==> src/rtl/spi_bus_pkg.sv <==
// Shared constants for the SPI gateway internal bus: bus widths,
// default address map and the error-counter ceiling.
package spi_bus_pkg;

   localparam int ADDR_W = 8;
   localparam int DATA_W = 16;

   localparam logic [ADDR_W-1:0] DEF_BASE_ADDR   = 8'h10;
   localparam logic [ADDR_W-1:0] DEF_STATUS_ADDR = 8'h00;

   localparam logic [7:0] ERR_CNT_MAX = 8'hFF;

   // Port index width; a single port still needs a 1-bit index.
   function automatic int idx_width(input int n);
      return (n > 1) ? $clog2(n) : 1;
   endfunction

endpackage

==> src/rtl/spi_addr_decode.sv <==
// Combinational address decode: classifies a gateway address as a port
// hit (with its port index), the status address, or neither.
module spi_addr_decode
   import spi_bus_pkg::*;
#(
   parameter logic [ADDR_W-1:0] BASE_ADDR   = DEF_BASE_ADDR,
   parameter int                NPORTS      = 4,
   parameter logic [ADDR_W-1:0] STATUS_ADDR = DEF_STATUS_ADDR,
   parameter int                IDX_W       = idx_width(NPORTS)
) (
   input  logic [ADDR_W-1:0] addr_i,
   output logic              hit_o,
   output logic              stat_o,
   output logic [IDX_W-1:0]  idx_o
);

   // One extra bit so BASE_ADDR+NPORTS-1 cannot wrap around.
   localparam logic [ADDR_W:0] FIRST = {1'b0, BASE_ADDR};
   localparam logic [ADDR_W:0] LAST  = FIRST + (ADDR_W+1)'(NPORTS - 1);

   // Range compare, status match and truncated port offset.
   always_comb begin
      hit_o  = ({1'b0, addr_i} >= FIRST) && ({1'b0, addr_i} <= LAST);
      stat_o = (addr_i == STATUS_ADDR);
      idx_o  = IDX_W'(addr_i - BASE_ADDR);
   end

endmodule

==> src/rtl/spi_port_arbiter.sv <==
// Shares the SPI gateway bus among NPORTS register ports: one registered
// read mux on TXD, one-cycle write strobes, and read-commit strobes only
// for prefetched words that were actually shifted out to the host.
module spi_port_arbiter
   import spi_bus_pkg::*;
#(
   parameter int                NPORTS       = 4,
   parameter logic [ADDR_W-1:0] BASE_ADDR    = DEF_BASE_ADDR,
   parameter logic [ADDR_W-1:0] STATUS_ADDR  = DEF_STATUS_ADDR,
   parameter logic [DATA_W-1:0] UNMAPPED_VAL = 16'h0000
) (
   input  logic                     CLK,
   input  logic                     nRST,
   input  logic [ADDR_W-1:0]        ADDR,
   input  logic                     SEL,
   input  logic                     TXE,
   input  logic                     RXE,
   input  logic [DATA_W-1:0]        RXD,
   output logic [DATA_W-1:0]        TXD,
   input  logic [DATA_W*NPORTS-1:0] PORT_DI,
   output logic [DATA_W-1:0]        PORT_DO,
   output logic [NPORTS-1:0]        WR_STB,
   output logic [NPORTS-1:0]        RD_STB,
   output logic [7:0]               ERR_CNT
);

   localparam int IDX_W = idx_width(NPORTS);

   if (NPORTS < 1 || NPORTS > 16) begin : g_bad_nports
      $fatal(1, "spi_port_arbiter: NPORTS must be 1..16");
   end
   if (int'(BASE_ADDR) + NPORTS - 1 > 255) begin : g_bad_range
      $fatal(1, "spi_port_arbiter: port range exceeds 8-bit address space");
   end
   if (int'(STATUS_ADDR) >= int'(BASE_ADDR) &&
       int'(STATUS_ADDR) <= int'(BASE_ADDR) + NPORTS - 1) begin : g_bad_status
      $fatal(1, "spi_port_arbiter: STATUS_ADDR overlaps the port range");
   end

   function automatic logic [NPORTS-1:0] onehot(input logic [IDX_W-1:0] i);
      return NPORTS'(1) << i;
   endfunction

   // Saturating add used by the unmapped-access counter.
   function automatic logic [7:0] sat_add(input logic [7:0] a, input logic [1:0] b);
      logic [8:0] s;
      s = {1'b0, a} + {7'b0, b};
      return s[8] ? ERR_CNT_MAX : s[7:0];
   endfunction

   logic             hit, stat, unm, cap, rx;
   logic [IDX_W-1:0] idx;
   logic [DATA_W-1:0] rd_word;

   logic              txe_q, txe_d;
   logic              pend_q, pend_d;
   logic [IDX_W-1:0]  pend_idx_q, pend_idx_d;
   logic [DATA_W-1:0] txd_q, txd_d;
   logic [DATA_W-1:0] port_do_q, port_do_d;
   logic [NPORTS-1:0] wr_q, wr_d;
   logic [NPORTS-1:0] rd_q, rd_d;
   logic [7:0]        err_q, err_d;

   spi_addr_decode #(
      .BASE_ADDR   (BASE_ADDR),
      .NPORTS      (NPORTS),
      .STATUS_ADDR (STATUS_ADDR),
      .IDX_W       (IDX_W)
   ) u_dec (
      .addr_i (ADDR),
      .hit_o  (hit),
      .stat_o (stat),
      .idx_o  (idx)
   );

   assign unm = !hit && !stat;
   assign cap = TXE && SEL && !txe_q;
   assign rx  = RXE && SEL;

   // Read mux; compares against each valid index so a non-power-of-two
   // port count never selects past the end of PORT_DI.
   always_comb begin
      rd_word = '0;
      for (int i = 0; i < NPORTS; i++) begin
         if (idx == IDX_W'(i)) rd_word = PORT_DI[i*DATA_W +: DATA_W];
      end
   end

   // Next state: commit of the old prefetch happens before a same-edge
   // capture loads the new one, so no read-commit strobe is lost.
   always_comb begin
      txe_d      = TXE && SEL;
      txd_d      = txd_q;
      pend_d     = pend_q;
      pend_idx_d = pend_idx_q;
      port_do_d  = port_do_q;
      wr_d       = '0;
      rd_d       = '0;
      err_d      = err_q;
      if (rx) begin
         port_do_d = RXD;
         if (hit) wr_d = onehot(idx);
         if (pend_q) rd_d = onehot(pend_idx_q);
         pend_d = 1'b0;
      end
      if (cap) begin
         if (hit)       txd_d = rd_word;
         else if (stat) txd_d = {8'h00, err_q};
         else           txd_d = UNMAPPED_VAL;
         pend_d     = hit;
         pend_idx_d = idx;
      end
      if (!SEL) pend_d = 1'b0;
      if (rx && stat) err_d = '0;
      else err_d = sat_add(err_q, {1'b0, cap && unm} + {1'b0, rx && unm});
   end

   // State registers with asynchronous clear.
   always_ff @(posedge CLK or negedge nRST) begin
      if (!nRST) begin
         txe_q      <= 1'b0;
         pend_q     <= 1'b0;
         pend_idx_q <= '0;
         txd_q      <= '0;
         port_do_q  <= '0;
         wr_q       <= '0;
         rd_q       <= '0;
         err_q      <= '0;
      end else begin
         txe_q      <= txe_d;
         pend_q     <= pend_d;
         pend_idx_q <= pend_idx_d;
         txd_q      <= txd_d;
         port_do_q  <= port_do_d;
         wr_q       <= wr_d;
         rd_q       <= rd_d;
         err_q      <= err_d;
      end
   end

   assign TXD     = txd_q;
   assign PORT_DO = port_do_q;
   assign WR_STB  = wr_q;
   assign RD_STB  = rd_q;
   assign ERR_CNT = err_q;

endmodule

==> config.mk <==
export PLATFORM = sky130hd
export DESIGN_NAME = spi_port_arbiter
export DESIGN_NICKNAME = d
export VERILOG_FILES = /design/src/rtl/spi_bus_pkg.sv /design/src/rtl/spi_addr_decode.sv /design/src/rtl/spi_port_arbiter.sv
export SDC_FILE = /design/constraint.sdc
export NUM_CORES = 1
export LEC_CHECK = 0
export BUFFER_PORTS_ARGS = -buffer_cell sky130_fd_sc_hd__buf_2
export CORE_MARGIN = 5
export CORE_UTILIZATION = 44
export CTS_CLUSTER_SIZE = 40
export DETAILED_ROUTE_END_ITERATION = 8
export GPL_ROUTABILITY_DRIVEN = 0
export GPL_TIMING_DRIVEN = 0
export PLACE_DENSITY = 0.87
export SYNTH_ARGS = -nofsm -noshare
export SYNTH_HDL_FRONTEND = slang
export SYNTH_HIERARCHICAL = 1
export SYNTH_SLANG_ARGS = --single-unit
==> constraint.sdc <==
create_clock -name CLK -period 3 [get_ports CLK]
set_input_delay 0.15 -clock CLK [delete_from_list [all_inputs] [get_ports CLK]]
set_output_delay 0.15 -clock CLK [all_outputs]
set_load 0.01 [all_outputs]
==> reports/results.ini <==
[global_routing]
grt_pass1_vias = 2392
globalRouteTotalUtil = 0.187
grt_max_degree = 53
antenna_found_initial = 0
grt_overflow = 0
grt_pass1_wl_mm = 10.9

[clock_tree]
insertion_delay_ns = 0.30
hold_buffers = 0
clock_path_buffers = 2
cts_resized = 0
cts_root_buf = clkbuf_8
numCtsBuffers = 5
clk_pin_slew_worst_paths_ns = 0.10
cts_tree = built
clkSinkCount = 52
post_cts_buffers = 0
htree_num_levels = 2

[die]
initial_utilization = 0.453
die_w_um = 85.3
fp-row-count = 27
dieHeight_um = 85.3
ios = 141
core-area_um2 = 5510
die_area_um2 = 7270

[finish]
multi_input_area_um2 = 1090
area_delta_synth_final_pct = 36.2
drive_gt1_frac = 0.463
layout_commonest_cell = buf_2
antennaDiodeCount = 0
nFillCells = 483
final_util = 0.616
final_cell_mix = buf_2, nand2_1, dfrtp_1
layout.nets = 467
regArea_um2 = 1300

[synthesis]
synth_nets = 320
ys_seq_area_frac = 0.522
synth_edf_count = 0
ys_ff_latch = 52
synthArstFlopShare = 1.00
post-synth-top-area-cell = dfrtp_1
netlist.area_leader.share = 0.522
ys.flop_type = dfrtp_1
syn_area_per_cell_um2 = 11.0
synthCells = 226
synth_area_leaders = dfrtp_1, mux4_2, nand2_1, nor2_1, a22o_1
yosys_warnings = 6
syn_area_um2 = 2490
yosysUniqueCellTypes = 37

[timing]
fmax_mhz = 378
tightest_slew_ns = 1.10
drv_slew = 0
finalSetupViolCount = 0
rsz0062_at_grt = no
period_share = 0.882
period_minus_slack_ns = 2.65
hold_viol_final = 0
setup_tns_ns = 0
clock_skew_ns = 0.00962
relSlewSlack = 0.269

[routing]
wl_per_cell_um = 14.7
route.final.wire_length_mm = 6.54
remaining_drc_errors = 0
antenna_left = 0
vias = 2265
drt-initial-drc-count = 75
avgViaCountPerCell = 5.08
dr.pass1.iters = 4

[setup_path]
crit_type = in -> reg
cp_slowest_stage_delay_ns = 0.53
cp_slowest_cell = or4b_1
end_kind = flop
path_max_fanout = 10
arrival_ns = 2.86
cp.required_ns = 3.22
start_kind = input pin
path_cells = buf_2 > or4b_1 > nor3_2 > clkbuf_1 > nor3_1 > fa_1 > and4_1 > buf_2 > and4b_1 > nor3_1

[pwr]
leakage_uw = 0.00182
p_comb_frac = 0.251
ir_drop_uv = 198
p_switching_uw = 527
intPower_uw = 1260
p_sw_frac = 0.296
seq_power_share = 0.490
powerDensity_nw_per_um2 = 525
pwr-share-clk = 0.259

[hold_path]
min_path_type = in -> reg

[outcome]
status = finished clean

[job]
max-cap-violations = 0

[place]
dp.final_hpwl_mm = 5.38
numPortBuffers = 140

## sequential cells by signal (all words and copies together) (netlist names)
signal and flops:
TXD 16, pend_q 1, RD_STB 4, pend_idx_q 2, ERR_CNT 8, WR_STB 4, txe_q 1, PORT_DO 16
## per-layer routing
metal	wire length, um	track usage	vias to the layer above
li1	-	-	1100
met1	2660	0.241	1039
met2	3120	0.307	122
met3	706	0.0515	4
met4	49	0.0547	0
met5	0	0	-
## cells by family after synthesis
family | count (synthesis) | synth area share
AO/OA/AOI/OAI | 29 | 0.0919
XOR/XNOR | 2 | 0.00703
adder cells (fa/ha/maj) | 1 | 0.00803
buffers and inverters | 21 | 0.0397
flip-flops | 52 | 0.522
multiplexers | 16 | 0.145
AND/OR/NAND/NOR | 105 | 0.187
## synthesized netlist by cell type (2+ instances only)
library cell	count
inv_1	4
mux4_2	16
dfrtp_1	52
nor3_1	7
a21oi_1	5
and2_1	3
a22o_1	8
nand3_1	4
buf_4	2
nand2_1	57
nor2_1	22
or4_1	2
buf_2	3
a221oi_1	7
a31oi_1	3
clkbuf_1	10
## final timing paths
check                                           from                endpoint  slack, ns  depth (start not counted)
max in group asynchronous                       nRST     TXD[13]$_DFFE_PN0P_       2.27                          1
min in group asynchronous                       nRST  PORT_DO[3]$_DFFE_PN0P_       0.06                          1
max reg2reg                          txe_q$_DFF_PN0_    ERR_CNT[6]$_DFF_PN0_       0.47                          8
min reg2reg                pend_idx_q[0]$_DFFE_PN0P_     RD_STB[2]$_DFF_PN0_       0.46                          1
max                                          ADDR[2]    ERR_CNT[6]$_DFF_PN0_       0.35                         10
min                                           RXD[3]  PORT_DO[3]$_DFFE_PN0P_       0.04                          3
## power groups by stage
stage | Combinational [uW] | Clock [uW] | Sequential [uW]
3_5_place_dp | 452 | 0 | 886
2_1_floorplan | 197 | 0 | 922
6_report | 447 | 462 | 873
4_1_cts | 454 | 481 | 871
5_1_grt | 497 | 517 | 891
3_3_place_gp | 439 | 0 | 878
## worst max-delay path, delay by kind of cell
kind | cells | cell delay [ns]
and+or+nand+nor | 6 | 1.52
adders and majority gates | 1 | 0.49
buffers and inverters | 3 | 0.69
## cell type report
cell class / instances / area share
Sequential cell: 52 / 0.383
Multi-Input combinational cell: 153 / 0.322
Timing Repair Buffer: 140 / 0.206
Tap cell: 72 / 0.0265
Buffer: 17 / 0.0247
Clock buffer: 5 / 0.0203
Clock inverter: 3 / 0.0125
Inverter: 4 / 0.00442
## through the flow
step	instance area (um^2)	setup slack (ns)	total power (uW)	hold WS (ns)	cells
2_1_floorplan	2490	0.497	1120	-0.146	226
3_3_place_gp	3280	0.116	1320	0.341	438
3_5_place_dp	3280	0.0769	1340	0.344	438
4_1_cts	3390	0.387	1810	0.0300	446
5_1_grt	3390	0.198	1910	0.0267	446
6_report	3390	0.354	1780	0.0444	446
Note: power is estimated with default switching activity, not from simulation.
